==> config.mk <==
export PLATFORM = sky130hd
export DESIGN_NAME = wallace_tree_reduction
export DESIGN_NICKNAME = d
export VERILOG_FILES = /design/src/rtl/wallace_tree_reduction.sv
export SDC_FILE = /design/constraint.sdc
export NUM_CORES = 1
export LEC_CHECK = 0
export ABC_AREA = 0
export CAP_MARGIN = 20
export CORE_MARGIN = 1.5
export CORE_UTILIZATION = 45
export DETAILED_ROUTE_END_ITERATION = 8
export PLACE_DENSITY = 0.78
export SLEW_MARGIN = 20
export SYNTH_ARGS = -nofsm -noshare
export SYNTH_HDL_FRONTEND = slang
export SYNTH_SLANG_ARGS = --single-unit
==> constraint.sdc <==
create_clock -name clk -period 1 [get_ports clk]
set_clock_uncertainty 0.05 [all_clocks]
set_input_delay 0.1 -clock clk [delete_from_list [all_inputs] [get_ports clk]]
set_output_delay 0.1 -clock clk [all_outputs]
set_load 0.005 [all_outputs]
==> src/rtl/wallace_tree_reduction.sv <==
// 5x5 unsigned Wallace tree: 25 partial products reduced to sum/carry rows, registered.
// Define WALLACE_PRODUCT_EN to add a ripple-carry adder and a registered product port.
module wallace_tree_reduction (
  input  logic       clk,
  input  logic       rst,
  input  logic [4:0] a,
  input  logic [4:0] b,
  input  logic       in_valid,
  output logic [9:0] r1,
  output logic [9:0] r2,
  output logic       out_valid
`ifdef WALLACE_PRODUCT_EN
  ,
  output logic [9:0] product
`endif
);

  localparam int W = 10;

  // Column occupancy of each row; drives FA/HA/wire selection per column.
  localparam logic [W-1:0] M0 = 10'h01f;
  localparam logic [W-1:0] M1 = 10'h03e;
  localparam logic [W-1:0] M2 = 10'h07c;
  localparam logic [W-1:0] M3 = 10'h0f8;
  localparam logic [W-1:0] M4 = 10'h1f0;

  localparam logic [W-1:0] MS0 = M0 | M1 | M2;
  localparam logic [W-1:0] MC0 =
    ((M0 & M1) | (M0 & M2) | (M1 & M2)) << 1;
  localparam logic [W-1:0] MS1 = MS0 | MC0 | M3;
  localparam logic [W-1:0] MC1 =
    ((MS0 & MC0) | (MS0 & M3) | (MC0 & M3)) << 1;

  localparam logic [2:0][W-1:0] MX = {MS1, MS0, M0};
  localparam logic [2:0][W-1:0] MY = {MC1, MC0, M1};
  localparam logic [2:0][W-1:0] MZ = {M4, M3, M2};

  function automatic logic [1:0] fa(
    input logic x_i,
    input logic y_i,
    input logic z_i
  );
    return {(x_i & y_i) | (x_i & z_i) | (y_i & z_i),
            x_i ^ y_i ^ z_i};
  endfunction

  function automatic logic [1:0] ha(
    input logic x_i,
    input logic y_i
  );
    return {x_i & y_i, x_i ^ y_i};
  endfunction

  logic [4:0][W-1:0] pp;
  logic [2:0][W-1:0] x;
  logic [2:0][W-1:0] y;
  logic [2:0][W-1:0] z;
  logic [2:0][W-1:0] s;
  logic [2:0][W-1:0] c;
  logic [2:0][W-1:0] cy;

  for (genvar i = 0; i < 5; i++) begin : g_pp
    assign pp[i] = {5'b0, a & {5{b[i]}}} << i;
  end

  // Compressed rows go first, the leftover row joins the next group.
  assign x[0] = pp[0];
  assign y[0] = pp[1];
  assign z[0] = pp[2];
  assign x[1] = s[0];
  assign y[1] = c[0];
  assign z[1] = pp[3];
  assign x[2] = s[1];
  assign y[2] = c[1];
  assign z[2] = pp[4];

  for (genvar g = 0; g < 3; g++) begin : g_stage
    for (genvar k = 0; k < W; k++) begin : g_col
      localparam bit HX = MX[g][k];
      localparam bit HY = MY[g][k];
      localparam bit HZ = MZ[g][k];
      if (HX && HY && HZ) begin : g_fa
        assign {cy[g][k], s[g][k]} =
          fa(x[g][k], y[g][k], z[g][k]);
      end else if (HX && HY) begin : g_ha_xy
        assign {cy[g][k], s[g][k]} =
          ha(x[g][k], y[g][k]);
      end else if (HX && HZ) begin : g_ha_xz
        assign {cy[g][k], s[g][k]} =
          ha(x[g][k], z[g][k]);
      end else if (HY && HZ) begin : g_ha_yz
        assign {cy[g][k], s[g][k]} =
          ha(y[g][k], z[g][k]);
      end else if (HX) begin : g_px
        assign {cy[g][k], s[g][k]} = {1'b0, x[g][k]};
      end else if (HY) begin : g_py
        assign {cy[g][k], s[g][k]} = {1'b0, y[g][k]};
      end else if (HZ) begin : g_pz
        assign {cy[g][k], s[g][k]} = {1'b0, z[g][k]};
      end else begin : g_none
        assign {cy[g][k], s[g][k]} = 2'b00;
      end
    end
    assign c[g] = {cy[g][W-2:0], 1'b0};
  end

  logic unused_bits;
  assign unused_bits = ^{x, y, z, cy};

  always_ff @(posedge clk or posedge rst) begin
    if (rst) begin
      r1        <= '0;
      r2        <= '0;
      out_valid <= 1'b0;
    end else begin
      out_valid <= in_valid;
      if (in_valid) begin
        r1 <= s[2];
        r2 <= c[2];
      end
    end
  end

`ifdef WALLACE_PRODUCT_EN
  logic [W:0]   pc;
  logic [W-1:0] psum;

  assign pc[0] = 1'b0;

  for (genvar k = 0; k < W; k++) begin : g_rca
    assign {pc[k+1], psum[k]} = fa(s[2][k], c[2][k], pc[k]);
  end

  // Top carry is always 0: 31*31 fits in 10 bits.
  logic unused_cout;
  assign unused_cout = pc[W];

  always_ff @(posedge clk or posedge rst) begin
    if (rst) begin
      product <= '0;
    end else if (in_valid) begin
      product <= psum;
    end
  end
`endif

endmodule

== Word level (Yosys, flattened, before mapping) ==
Index checks and enable logic that the tools add are counted.

* Register bits after elaboration: 15
* Input bits: 13
* Output and inout bits: 21
* Logic and storage cells: 93

* Bitwise operators: 90

{| class="wikitable"
|+ Operators with widths
! cell !! number
|-
| 1-bit AND || 37
|-
| 1-bit bitwise XOR || 26
|-
| 5-bit AND || 5
|-
| 1-bit bitwise OR || 22
|}

== Logic depth before layout (Yosys ltp) ==
* Word-level depth: 10
* Gate-level depth with buffers: 7
* Mapped depth without buffers: 7

== Least setup slack after synthesis ==
Ideal clock, no wire load.

* Kind: input-to-reg
* Start point: input b[0]
* End point: register r1[4]
* Arrival time: 1.948 ns
* Path slack: -1.123 ns
* Stages on the path: 6
* Buffers on the path: 0
* Cells stage by stage: nand2_1 fa_1 fa_1 inv_1 fa_1 mux2_2

{| class="wikitable"
|+ RTL lines
! item !! line !! RTL
|-
| start, declared || 7 || <nowiki>input logic [4:0] b,</nowiki>
|-
| end signal, assigned || 118 || <nowiki>r1 <= s[2];</nowiki>
|-
| end, declared || 9 || <nowiki>output logic [9:0] r1,</nowiki>
|}

==> impl_results.md <==
* WL/cell at around 14 um
* Setup violations, final at 11
* Share of cells above drive strength 1 at 0.671
* FF+latch area at 375 um^2
* GR Util All Layers at 0.207
* Internal power at 1.43 mW
* Failing checks: negative setup slack
* Worst setup EP type: register
* # clock sinks at 15
* Sequential power share at 0.389
* Max clock buf depth at 2
* Final Cycle Share at 1.88
* Fillers at 150
* Max-slew violations at 0
* Yosys warns at 0
* Vias at between 800 and 900
* Placed cells at 152
* Comb power frac at 0.442
* Setup slack at placement at -1.70 ns
* Routability cong. at 0.822
* Yosys cell types at 14
* Power Density at 1200 mW/mm^2
* Initial DRT Pass Iterations at 4
* Initial DRC count at 3
* First-pass GRT wire length at 3.97 mm
* Worst hold slack at 0.0615 ns
* Grt ovf at 0
* Outcome: finished with violations
* H-tree depth at 1
* Type of origin of the critical path: primary input
* Reg clk slew, reported paths at around 0.09 ns
* Root Driver: clkbuf_4
* FF+latch count, synth at 15
* Area grow syn2layout at 58.6%
* Post-route minimum period at 1.88 ns
* Worst endpoint data arrival time at 2.01 ns
* Worst hold path type: in2async
* Vias in the first global route at roughly 850
* Final wirelength at 2.41 mm
* P_leak at 0.854 nW
* PortBufs at 27
* Area of the multi-input gates at 736 um^2
* Register area share after synthesis at 0.354
* Via/cell ratio at 4.75
* Syn Area/Cell at 12.2 um^2
* CP required at about 1.1 ns
* RSZ-0062 raised after global routing: true
* CTS buffer count at 3
* Skew-Pair Late Insertion Delay at ~0.28 ns
* Initial Utilization at 0.480
* HPWL after detailed placement at between 1.5 and 2 mm
* Switching share of power at 0.290
* Row cnt at 17
* Fmax at approximately 530 MHz
* CTS tree: built
* I/O pins at 34
* Die width at 51.6 um
* Max-cap violations at 0
* Pin count of the biggest net entering global routing at 16
* Worst ir drop on vdd at between 0.001 and 0.0015 V
* Initial antenna violation count at 0
* Fin nets at approximately 170
* Crit Path Category: in2reg
* Non-Filler Instances at 171
* Total Power at 2.02 mW
* Max FO, Critical Path at 2
* Synth Cell Area at 0.00106 mm^2
* Post-Syn Instances at 87
* Core ar. at ~0.0022 mm^2
* Post-route DRC at 0
* Net Switching at between 0.5 and 0.6 mW
* Final WS setup at -0.883 ns
* Antenna cells at 0
* Dpl cell area at 0.00151 mm^2
* Design area at between 0.0015 and 0.002 mm^2
* Die Ht at between 50 and 60 um
* Final hold vios at 0
* ANT nets after route at 0
* Full die area at around 0.0027 mm^2
* Clock share of power at 0.169
[sequential cells by signal, summed over array words and instances (netlist names)]
register / flops
r1: 9
out_valid: 1
r2: 5
[worst max-delay path, stage by stage]
cell	delay [ns]
buf_6	0.07
buf_6	0.10
nand2_8	0.04
fa_2	0.52
fa_1	0.42
inv_2	0.07
fa_2	0.42
mux2_4	0.26
[power by group through the flow]
stage,Sequential [mW],Combinational (mW),Clock [mW]
3_5_place_dp,0.802,0.807,0
6_report,0.784,0.892,0.340
5_1_grt,0.798,0.989,0.383
2_1_floorplan,0.799,0.375,0
3_3_place_gp,0.793,0.787,0
4_1_cts,0.781,0.872,0.349
[path summary, 6_finish.rpt]
kind | end | depth (start not counted) | slack (ns) | start
setup / recovery | r1[4] | 8 | -0.88 | b[2]
hold / removal | out_valid | 3 | 0.06 | rst
setup reg to reg | r1[4] | 3 | -0.06 | r1[4]
hold reg to reg | r2[7] | 1 | 0.47 | r2[7]
max in group asynchronous | r2[7] | 3 | 0.66 | rst
min in group clk | r1[0] | 4 | 0.14 | a[0]
[kinds of logic after synthesis]
| family | synth area share |
|---|---|
| other cells | 0.00353 |
| mux | 0.149 |
| fa+ha+maj | 0.255 |
| compound gates | 0.00943 |
| simple gates | 0.126 |
| flops | 0.354 |
| buf+inv | 0.104 |
[cell usage after synthesis, drive strengths merged]
| cell | count | area (um^2) |
|---|---|---|
| conb | 1 | 3.75 |
| nand2 | 8 | 30.0 |
| nand3 | 2 | 10.0 |
| buf | 8 | 76.3 |
| and2 | 15 | 93.8 |
| ha | 4 | 50.1 |
| o21ai | 2 | 10.0 |
| inv | 9 | 33.8 |
| mux2 | 12 | 158 |
| dfrtp | 15 | 375 |
| fa | 11 | 220 |
[layer usage]
metal | global-route usage | wire length (um) | vias up
li1 | - | - | 371
met2 | 0.395 | 1340 | 27
met5 | 0 | 0 | -
met1 | 0.245 | 942 | 412
met3 | 0.0489 | 110 | 2
met4 | 0.0132 | 23 | 0
[cells in the final DEF, fill, tap and decap left out]
cell             count
nand2_8              2
ha_4                 3
clkdlybuf4s50_1      2
nand2_4              1
inv_2                5
and2_1              10
clkbuf_2             1
mux2_2               1
and2_4               5
buf_4               20
clkinv_2             1
dlymetal6s2s_1       1
nand3_1              2
inv_1                4
nand2_2              3
mux2_4              11
dlygate4sd2_1        1
nand2_1              2
clkbuf_4             3
buf_2               16
conb_1               6
fa_1                 1
buf_6                7
ha_1                 1
buf_8                4
o21ai_0              2
dfrtp_1             15
buf_12               3
fa_2                10
[what timing repair did]
item | CTS | global route
hold buffers | 0 | 0
endpoints found under the setup margin | 27 | 17
hold endpoints to repair | 0 | 0
pin swaps | 9 | 6
setup buffers | 13 | 3
resized for setup | 113 | 16
[final cells by class]
type / count / area share
inverters: 9 / 0.0201
flip-flops and latches: 15 / 0.223
clock buffers: 3 / 0.0134
clock inverters: 1 / 0.00297
multi-input cells: 60 / 0.437
well taps: 28 / 0.0208
repair buffers: 55 / 0.283
[per-stage QoR]
step,util,TNS (ns)
3_3_place_gp,0.684,-16.40
2_1_floorplan,-,-7.76
4_1_cts,0.727,-8.07
5_1_grt,0.761,-7.80
3_5_place_dp,0.684,-16.68
6_report,0.761,-7.64
Power figures use the tool's default switching activity.
